`src/rtl/seg_disp_seq.sv`:
```
// rtl/seg_disp_seq.sv - sequential multi-channel binary to seven-segment converter
module seg_disp_seq #(
    parameter int NUM_CH   = 3,
    parameter int IN_W     = 10,
    parameter int DIGITS   = 4,
    parameter int BLANK_LZ = 1
) (
    input  logic                       CLOCK_50,
    input  logic                       rst_n,
    input  logic                       load,
    input  logic [NUM_CH*IN_W-1:0]     ch_val,
    input  logic [NUM_CH-1:0]          ch_en,
    output logic                       busy,
    output logic                       done,
    output logic [NUM_CH*DIGITS*7-1:0] hex_out,
    output logic [NUM_CH-1:0]          overflow
);

    localparam int CH_W  = (NUM_CH > 1) ? $clog2(NUM_CH) : 1;
    localparam int CNT_W = $clog2(IN_W + 1);
    localparam int BCD_W = 4 * DIGITS;
    localparam int FLD_W = 7 * DIGITS;
    // Overflow threshold; values below 2**IN_W never reach it when it is out of range
    localparam logic [63:0] LIMIT = 64'(10) ** DIGITS;
    localparam logic [CH_W-1:0]  LAST_CH  = CH_W'(NUM_CH - 1);
    localparam logic [CNT_W-1:0] LAST_BIT = CNT_W'(IN_W - 1);

    typedef enum logic [1:0] {S_IDLE, S_CONV, S_WRITE} state_t;

    state_t                      state_q, state_d;
    logic [NUM_CH*IN_W-1:0]      shadow_val_q, shadow_val_d;
    logic [NUM_CH-1:0]           shadow_en_q, shadow_en_d;
    logic [CH_W-1:0]             ch_idx_q, ch_idx_d;
    logic [CNT_W-1:0]            bit_cnt_q, bit_cnt_d;
    logic [IN_W-1:0]             bin_q, bin_d;
    logic [BCD_W-1:0]            bcd_q, bcd_d;
    logic [NUM_CH*FLD_W-1:0]     hex_q, hex_d;
    logic [NUM_CH-1:0]           ovf_q, ovf_d;
    logic                        done_q, done_d;

    logic [IN_W-1:0]             cur_val;
    logic [CH_W-1:0]             next_idx;
    logic [IN_W-1:0]             next_val;
    logic [BCD_W-1:0]            bcd_adj;
    logic [FLD_W-1:0]            field;
    logic                        field_ovf;
    logic                        lead_zero;
    logic [3:0]                  nib;

    function automatic logic [6:0] seg7(input logic [3:0] n);
        case (n)
            4'd0:    seg7 = 7'b0000001;
            4'd1:    seg7 = 7'b1001111;
            4'd2:    seg7 = 7'b0010010;
            4'd3:    seg7 = 7'b0000110;
            4'd4:    seg7 = 7'b1001100;
            4'd5:    seg7 = 7'b0100100;
            4'd6:    seg7 = 7'b0100000;
            4'd7:    seg7 = 7'b0001111;
            4'd8:    seg7 = 7'b0000000;
            4'd9:    seg7 = 7'b0000100;
            default: seg7 = 7'b1111111;
        endcase
    endfunction

    // Add-3 correction of every BCD nibble ahead of the shift
    always_comb begin
        bcd_adj = bcd_q;
        for (int d = 0; d < DIGITS; d++) begin
            if (bcd_q[4*d +: 4] >= 4'd5)
                bcd_adj[4*d +: 4] = bcd_q[4*d +: 4] + 4'd3;
        end
    end

    // Digit field for the channel being written: blank, dashes, or decoded digits
    always_comb begin
        cur_val   = shadow_val_q[ch_idx_q*IN_W +: IN_W];
        field     = '1;
        field_ovf = 1'b0;
        lead_zero = 1'b1;
        nib       = '0;
        if (!shadow_en_q[ch_idx_q]) begin
            field = '1;
        end else if (64'(cur_val) >= LIMIT) begin
            field_ovf = 1'b1;
            for (int d = 0; d < DIGITS; d++)
                field[7*d +: 7] = 7'b1111110;
        end else begin
            for (int d = DIGITS - 1; d >= 0; d--) begin
                nib = bcd_q[4*d +: 4];
                if (nib != 4'd0)
                    lead_zero = 1'b0;
                if (BLANK_LZ != 0 && lead_zero && d != 0)
                    field[7*d +: 7] = 7'b1111111;
                else
                    field[7*d +: 7] = seg7(nib);
            end
        end
    end

    // Next-state and datapath updates for the load/convert/write sequence
    always_comb begin
        state_d      = state_q;
        shadow_val_d = shadow_val_q;
        shadow_en_d  = shadow_en_q;
        ch_idx_d     = ch_idx_q;
        bit_cnt_d    = bit_cnt_q;
        bin_d        = bin_q;
        bcd_d        = bcd_q;
        hex_d        = hex_q;
        ovf_d        = ovf_q;
        done_d       = 1'b0;
        next_idx     = ch_idx_q + 1'b1;
        next_val     = shadow_val_q[next_idx*IN_W +: IN_W];
        case (state_q)
            S_IDLE: begin
                if (load) begin
                    shadow_val_d = ch_val;
                    shadow_en_d  = ch_en;
                    ch_idx_d     = '0;
                    bit_cnt_d    = '0;
                    bin_d        = ch_val[IN_W-1:0];
                    bcd_d        = '0;
                    state_d      = ch_en[0] ? S_CONV : S_WRITE;
                end
            end
            S_CONV: begin
                bcd_d     = (bcd_adj << 1) | BCD_W'(bin_q[IN_W-1]);
                bin_d     = bin_q << 1;
                bit_cnt_d = bit_cnt_q + 1'b1;
                if (bit_cnt_q == LAST_BIT)
                    state_d = S_WRITE;
            end
            S_WRITE: begin
                hex_d[ch_idx_q*FLD_W +: FLD_W] = field;
                ovf_d[ch_idx_q]                = field_ovf;
                if (ch_idx_q == LAST_CH) begin
                    state_d = S_IDLE;
                    done_d  = 1'b1;
                end else begin
                    ch_idx_d  = next_idx;
                    bit_cnt_d = '0;
                    bin_d     = next_val;
                    bcd_d     = '0;
                    state_d   = shadow_en_q[next_idx] ? S_CONV : S_WRITE;
                end
            end
            default: state_d = S_IDLE;
        endcase
    end

    // State and datapath registers with synchronous active-low reset
    always_ff @(posedge CLOCK_50) begin
        if (!rst_n) begin
            state_q      <= S_IDLE;
            shadow_val_q <= '0;
            shadow_en_q  <= '0;
            ch_idx_q     <= '0;
            bit_cnt_q    <= '0;
            bin_q        <= '0;
            bcd_q        <= '0;
            hex_q        <= '1;
            ovf_q        <= '0;
            done_q       <= 1'b0;
        end else begin
            state_q      <= state_d;
            shadow_val_q <= shadow_val_d;
            shadow_en_q  <= shadow_en_d;
            ch_idx_q     <= ch_idx_d;
            bit_cnt_q    <= bit_cnt_d;
            bin_q        <= bin_d;
            bcd_q        <= bcd_d;
            hex_q        <= hex_d;
            ovf_q        <= ovf_d;
            done_q       <= done_d;
        end
    end

    assign busy     = (state_q != S_IDLE);
    assign done     = done_q;
    assign hex_out  = hex_q;
    assign overflow = ovf_q;

endmodule

```
`config.mk`:
```
export PLATFORM = sky130hd
export DESIGN_NAME = seg_disp_seq
export DESIGN_NICKNAME = d
export VERILOG_FILES = /design/src/rtl/seg_disp_seq.sv
export SDC_FILE = /design/constraint.sdc
export NUM_CORES = 1
export LEC_CHECK = 0
export CAP_MARGIN = 40
export CORE_MARGIN = 8
export CORE_UTILIZATION = 55
export CTS_CLUSTER_DIAMETER = 50
export CTS_CLUSTER_SIZE = 28
export DETAILED_ROUTE_END_ITERATION = 10
export GPL_TIMING_DRIVEN = 0
export MAX_ROUTING_LAYER = met4
export PLACE_DENSITY = 0.87
export SYNTH_ARGS = -nofsm -noshare
export SYNTH_HDL_FRONTEND = slang
export SYNTH_SLANG_ARGS = --single-unit
```
`constraint.sdc`:
```
create_clock -name CLOCK_50 -period 4 [get_ports CLOCK_50]
set_clock_uncertainty 0.2 [all_clocks]
set_input_delay 0.8 -clock CLOCK_50 [delete_from_list [all_inputs] [get_ports CLOCK_50]]
set_output_delay 0.8 -clock CLOCK_50 [all_outputs]
set_load 0.1 [all_outputs]
```
# Word-level counts from Yosys, hierarchy flattened
# Memory sizes are Yosys's and may differ from the RTL's. A register that Yosys moved wholly into a read port is not among the register bits.
# Cells that the tools add are included.
# word_totals
register_bits	155
mem_bits_rw	0
out_inout_bits	89
memories	4
romBits	448
latch_bits	0
# memory_table
name	words	word_bits	rd	rd_ports_with_merged_regs	write_ports	line_no	source
(no name shown)	16	7	1	1	0	51	case (n)
(no name shown)	16	7	1	1	0	51	
(no name shown)	16	7	1	1	0	51	
(no name shown)	16	7	1	1	0	51	
# op_classes
bitwise_logic	3
reduce_logical	13
shifts	3
order_cmp	7
div_mod_pow	0
addsub	7
muxes	48
multipliers	2
eq_ne	7
# ops
op	count
84-bit bitwise mux	1
28-bit by 34-bit variable shift with 84-bit output, first input constant	1
28-bit by 34-bit variable part select with 84-bit output	1
4-bit two-way mux	13
16-bit one-hot mux with 3 select lines	1
7-bit negation with 34-bit output	1
16-bit two-way mux	2
10-bit one-hot mux with 3 select lines	1
30-bit by 7-bit variable part select with 10-bit output	1
28-bit two-way mux	1
7-bit two-way mux	3
10-bit two-way mux	2
4-bit by 3-bit >= comparator with 1-bit output, second input constant	4
16-bit by 1-bit OR with 16-bit output	1
2-bit two-way mux	7
4-bit by 2-bit adder with 4-bit output, second input constant	3
4-bit one-hot mux with 3 select lines	1
4-bit nonzero test	3
2-bit by 3-bit multiplier with 5-bit output, second input constant	2
1-bit two-way mux	10
2-bit by 3-bit < comparator with 1-bit output, second input constant	2
2-bit inequality test, second input constant	3
2-bit one-hot mux with 3 select lines	1
2-bit AND reduction	3
18 further kinds	22

# Logic depth before layout (Yosys ltp)
# depth
word_depth	11
mapped_depth	17
ltp_nobuf	13

# Least setup slack after synthesis
# OpenSTA, ideal clock, no wires.
# synth_timing
path_kind	flip-flop to flip-flop
from	register ch_idx_q[0]
to	register (tool-made name)
t_arrival_ps	3261
path_buffers	4
setup_ps	78
slack_ps	461
required_time_ps	3722
stages_incl_launch_ff	18
path_cell_list	dfxtp_1 clkbuf_1 clkinv_1 clkbuf_1 ha_1 and2_1 clkbuf_1 nor4_1 buf_2 o21ai_0 a21oi_1 inv_1 ha_1 inv_1 a22o_1 a221o_1 a21oi_1 nor3_1
# synth_lines
element	line_no	source
from (decl)	33	logic [CH_W-1:0] ch_idx_q, ch_idx_d;
from (signal assigned)	169	ch_idx_q <= ch_idx_d;

# Worst setup path in the final report
# layout_timing
from	register ch_idx_q[0]
to	register hex_q[45], in the netlist hex_out[45]
# layout_via
elab_chain_len	5
word_cells_on_any_way	8
classes_between	1 x add/sub; 1 x mul; 2 x shift; 4 x mux
# layout_lines
element	line_no	source
branches (longest 4 deep; another with 7-bit negation with 34-bit output)	-	
84-bit bitwise mux (*)	135	hex_d[ch_idx_q*FLD_W +: FLD_W] = field;
to (signal assigned)	162	hex_q <= '1;
to (signal assigned)	173	hex_q <= hex_d;
to (decl)	37	logic [NUM_CH*FLD_W-1:0] hex_q, hex_d;
# Every way passes the cells marked *. The select of a mux whose other input is x is not followed.
# A chain may end at the register's enable or synchronous reset.

==> report_table.html <==
<table>
<tr><th>Metric</th><th>Value</th></tr>
<tr><th colspan="2">Worst setup path</th></tr>
<tr><td>Data arrival, critical path</td><td>4010 ps</td></tr>
<tr><td>Maximum fanout count along the critical path</td><td>12</td></tr>
<tr><td>Crit path cell chain</td><td>inv_2, clkbuf_4, ha_1, clkbuf_1, buf_2, clkbuf_1, o21ai_0, a221oi_1, a221o_1</td></tr>
<tr><td>Worst reg2reg startpoint</td><td>ch_idx_q[0]$_SDFFE_PN0P_</td></tr>
<tr><td>Slowest cell on crit path</td><td>sky130_fd_sc_hd__a221oi_1</td></tr>
<tr><td>Worst reg2reg setup slack</td><td>190 ps</td></tr>
<tr><td>Worst EP required</td><td>4200 ps</td></tr>
<tr><td>Dominant cell type by count on the critical path</td><td>sky130_fd_sc_hd__clkbuf_1</td></tr>
<tr><td>Crit path to</td><td>hex_out[45]$_SDFFE_PN1P_</td></tr>
<tr><td>Family with the most delay on the worst path</td><td>buffers and inverters</td></tr>
<tr><td>Critical Path Start</td><td>ch_idx_q[0]$_SDFFE_PN0P_</td></tr>
<tr><td>Setup Crit Path Kind</td><td>flop to flop</td></tr>
<tr><td>Kind of start point of the critical path</td><td>flop</td></tr>
<tr><td>Highest cell delay on the worst timing path</td><td>760 ps</td></tr>
<tr><td>Worst Path Buf+Inv</td><td>5</td></tr>
<tr><td>Number of cells traversed by the worst register-to-register path</td><td>9</td></tr>
<tr><td>FF-to-FF End</td><td>hex_out[45]$_SDFFE_PN1P_</td></tr>
<tr><td>Critical path capture point type</td><td>flop</td></tr>
<tr><td>Number of cells on the critical path</td><td>9</td></tr>
<tr><th colspan="2">Timing</th></tr>
<tr><td>Slew at the pin closest to its max-slew limit</td><td>984.7 ps</td></tr>
<tr><td>Final-report max-slew violation count</td><td>0</td></tr>
<tr><td>Min Tclk post-route</td><td>3810 ps</td></tr>
<tr><td>Fin crit share</td><td>95.25%</td></tr>
<tr><td>Final-report hold violation count</td><td>0</td></tr>
<tr><td>Setup violators final</td><td>0</td></tr>
<tr><td>Worst hold slack</td><td>250.2 ps</td></tr>
<tr><td>Least setup slack across all paths after layout</td><td>189.9 ps</td></tr>
<tr><td>Maximum frequency from static timing analysis</td><td>262.5 MHz</td></tr>
<tr><td>Relative slew slack</td><td>34.35%</td></tr>
<tr><th colspan="2">Layout</th></tr>
<tr><td>Layout Cell Area excl Fill</td><td>12850 um2</td></tr>
<tr><td>Nets</td><td>1438</td></tr>
<tr><td>Share of final-layout standard cells stronger than drive strength 1</td><td>12.56%</td></tr>
<tr><td>Number of filler cells placed in the layout</td><td>1049</td></tr>
<tr><td>Final cell utilization of the core</td><td>78.59%</td></tr>
<tr><td>Syn-to-layout area delta</td><td>41.22%</td></tr>
<tr><th colspan="2">Clock network</th></tr>
<tr><td>Clock latency on the worst-skew pair</td><td>450 ps</td></tr>
<tr><td>Hold buffer count at cts</td><td>0</td></tr>
<tr><td>CTS Buf Count</td><td>17</td></tr>
<tr><td>Number of clock sinks seen by CTS</td><td>183</td></tr>
<tr><td>Longest Clk Path Bufs</td><td>2</td></tr>
<tr><td>CTS root buffer</td><td>sky130_fd_sc_hd__clkbuf_16</td></tr>
<tr><td>Clock edge transition at the registers on the reported setup and hold paths</td><td>80 ps</td></tr>
<tr><td>TritonCTS clock tree</td><td>built</td></tr>
<tr><td>Total number of H-tree levels</td><td>4</td></tr>
<tr><th colspan="2">Route</th></tr>
<tr><td>Total routed wirelength</td><td>39350 um</td></tr>
<tr><td>Ratio of routed vias to standard cells</td><td>6.560</td></tr>
<tr><td>Average wire per cell in the routed design</td><td>24.75 um</td></tr>
<tr><td>Initial detailed-routing violation count</td><td>1938</td></tr>
<tr><td>Antenna violation net count after detailed routing</td><td>0</td></tr>
<tr><td>Total number of vias</td><td>10430</td></tr>
<tr><td>DRC errors left</td><td>0</td></tr>
<tr><td>Number of optimization iterations in the first detailed-route pass</td><td>11</td></tr>
<tr><th colspan="2">Synthesis</th></tr>
<tr><td>Number of distinct library cells after synthesis</td><td>70</td></tr>
<tr><td>Average instance area after synthesis</td><td>8.094 um2</td></tr>
<tr><td>Post-synth top area share</td><td>40.27%</td></tr>
<tr><td>Post-synthesis net count</td><td>1206</td></tr>
<tr><td>Cell with the most instances after synthesis</td><td>sky130_fd_sc_hd__dfxtp_1</td></tr>
<tr><td>Most numerous cell types in the synthesized netlist</td><td>sky130_fd_sc_hd__dfxtp_1, sky130_fd_sc_hd__a21oi_1, sky130_fd_sc_hd__nand2_1, sky130_fd_sc_hd__o21ai_0, sky130_fd_sc_hd__clkbuf_1</td></tr>
<tr><td>Count of yosys warnings during synthesis</td><td>0</td></tr>
<tr><td>Post-synth design cell area</td><td>9097 um2</td></tr>
<tr><td>Seq cells post-synth</td><td>183</td></tr>
<tr><td>Top flip-flop cell by instance count after synthesis</td><td>sky130_fd_sc_hd__dfxtp_1</td></tr>
<tr><td>Cell taking the most area after synthesis</td><td>sky130_fd_sc_hd__dfxtp_1</td></tr>
<tr><td>Share of synthesized area occupied by flip-flops and latches</td><td>40.27%</td></tr>
<tr><td>Number of flops mapped to enable cells by yosys</td><td>0</td></tr>
<tr><td>Share of synthesized registers carrying an async set or reset</td><td>0%</td></tr>
<tr><td>Top area cells in the synthesized netlist</td><td>sky130_fd_sc_hd__dfxtp_1, sky130_fd_sc_hd__a21oi_1, sky130_fd_sc_hd__ha_1</td></tr>
<tr><td>Cells after synthesis</td><td>1124</td></tr>
<tr><th colspan="2">Placement</th></tr>
<tr><td>Routability-driven placement congestion ratio</td><td>1.026</td></tr>
<tr><td>Number of port buffers</td><td>124</td></tr>
<tr><td>Half-perimeter wire length of the detailed placement result</td><td>28070 um</td></tr>
<tr><td>Placed Instance Area</td><td>12180 um2</td></tr>
<tr><td>Post-placement worst setup slack</td><td>-812.1 ps</td></tr>
<tr><th colspan="2">Pwr</th></tr>
<tr><td>Final Total Pwr</td><td>0.006515 W</td></tr>
<tr><td>Power per unit of standard cell area</td><td>507.1 nW/um2</td></tr>
<tr><td>Standby leakage power</td><td>5.116 nW</td></tr>
<tr><td>Peak supply drop</td><td>474.0 uV</td></tr>
<tr><th colspan="2">Die</th></tr>
<tr><td>Chip Width</td><td>144.6 um</td></tr>
<tr><td>Top-level I/O count</td><td>125</td></tr>
<tr><td>Die Outline Area</td><td>20910 um2</td></tr>
<tr><td>Core region area</td><td>16350 um2</td></tr>
<tr><td>Die Y</td><td>144.6 um</td></tr>
<tr><td>Initial core utilization</td><td>55.65%</td></tr>
<tr><td>Number of placement rows</td><td>47</td></tr>
<tr><th colspan="2">Flow run</th></tr>
<tr><td>Max Cap Viol</td><td>0</td></tr>
<tr><th colspan="2">Global route</th></tr>
<tr><td>Largest net degree at the start of global routing</td><td>17</td></tr>
<tr><td>Via count of the first global-routing pass</td><td>10153</td></tr>
<tr><td>Total GRT Usage</td><td>38.85%</td></tr>
<tr><td>First-pass GRT wire length</td><td>59320 um</td></tr>
<tr><td>GRT Residual Overflow</td><td>0</td></tr>
<tr><td>Initial antenna violation count</td><td>1</td></tr>
<tr><th colspan="2">Min path</th></tr>
<tr><td>Min-Delay Path Class</td><td>flop to flop</td></tr>
<tr><td>Hold Path Origin</td><td>overflow[1]$_SDFFE_PN0P_</td></tr>
<tr><th colspan="2">Outcome</th></tr>
<tr><td>Run status</td><td>finished clean</td></tr>
</table>
[per-stage QoR]
step / instances / setup TNS, ps
detailed placement: 1557 / -12220
floorplan: 1124 / 0
global placement: 1468 / -9057
CTS: 1588 / -13.61
global route: 1590 / -13.12
finish: 1590 / 0
[cell families (layout without fill, tap and decap cells)]
group	after synthesis	after routing	share of synthesized area (%)
AOI/OAI and AO/OA	403	403	26.92
and+or+nand+nor	321	321	16.09
DFF	183	183	40.27
buffers and inverters	128	373	5.639
adders and majority gates	46	46	6.326
muxes	41	41	4.566
xor gates and xnor gates	2	2	0.1926
other	0	1	0
[power by group]
group / switching, W / internal (W) / leakage [nW] / total, W
registers: 0.000138 / 0.00201 / 1.49 / 0.00215
logic: 0.00176 / 0.000841 / 3.33 / 0.00261
clock network: 0.000794 / 0.000966 / 0.294 / 0.00176
[area by class of cell]
class                           count  area (um2)  area share (%)
Timing Repair Buffer              215        2818           21.93
Antenna cell                        1       2.502         0.01948
Inverter                           50       187.7           1.461
Clock inverter                     12       137.6           1.071
Sequential cell                   183        3665           28.53
Clock buffer                       20       456.7           3.555
Tap cell                          220       275.3           2.143
Buffer                             76       326.6           2.542
Multi-Input combinational cell    813        4979           38.75
[routing by layer]
layer  track usage [%]  part of all wire [%]  up-vias  routed length [um]
li1                  -                     -     4463                   -
met1             42.70                    35     4763               13740
met2             58.01                    44      906               17300
met3             12.97                    13      298                4963
met4             28.75                   8.5        0                3352
met5                 -                     0        -                   0
[worst register-to-register path: cells and delay by family, from the launching register on]
kind | cells | cell delay (ps)
flops | 1 | 420
fa+ha+maj | 1 | 320
compound gates | 3 | 1270
buf+inv | 5 | 1550
[how the worst min path moves through the flow]
stage | end | slack (ps) | depth (start not counted)
6_report | overflow[1]$_SDFFE_PN0P_ | 250 | 2
5_1_grt | overflow[1]$_SDFFE_PN0P_ | 280 | 2
4_1_cts | overflow[1]$_SDFFE_PN0P_ | 250 | 2
3_5_place_dp | overflow[1]$_SDFFE_PN0P_ | 240 | 2
3_3_place_gp | overflow[1]$_SDFFE_PN0P_ | 230 | 2
2_1_floorplan | shadow_val_q[19]$_SDFFE_PN0P_ | 230 | 2
[placed cells by master (no fill, tap or decap), drive strengths merged, types with 6 or more instances in the layout]
cell type | Yosys | final
nand2 | 149 | 149
nor2 | 57 | 57
a221o | 11 | 11
o211ai | 14 | 14
nand2b | 9 | 9
mux2i | 37 | 37
buf | 17 | 107
ha | 46 | 46
a31oi | 13 | 13
nor3b | 7 | 7
a211o | 8 | 8
a211oi | 12 | 12
dfxtp | 183 | 183
nor2b | 8 | 8
or2 | 10 | 10
clkdlybuf4s50 | 0 | 124
a21o | 7 | 7
and2 | 15 | 15
a21oi | 154 | 154
o31ai | 11 | 11
o221ai | 6 | 6
inv | 49 | 56
o21ai | 122 | 122
clkbuf | 61 | 80
nor3 | 24 | 24
nand3 | 25 | 25
[repair_timing]
action,4_1_cts,5_1_grt
setup endpoints to repair,52,44
endpoints found under the hold margin,0,0
pin swaps,0,1
buffers inserted,0,1
gates resized for setup,15,3
No activity file was read; power rests on OpenSTA's default activity.
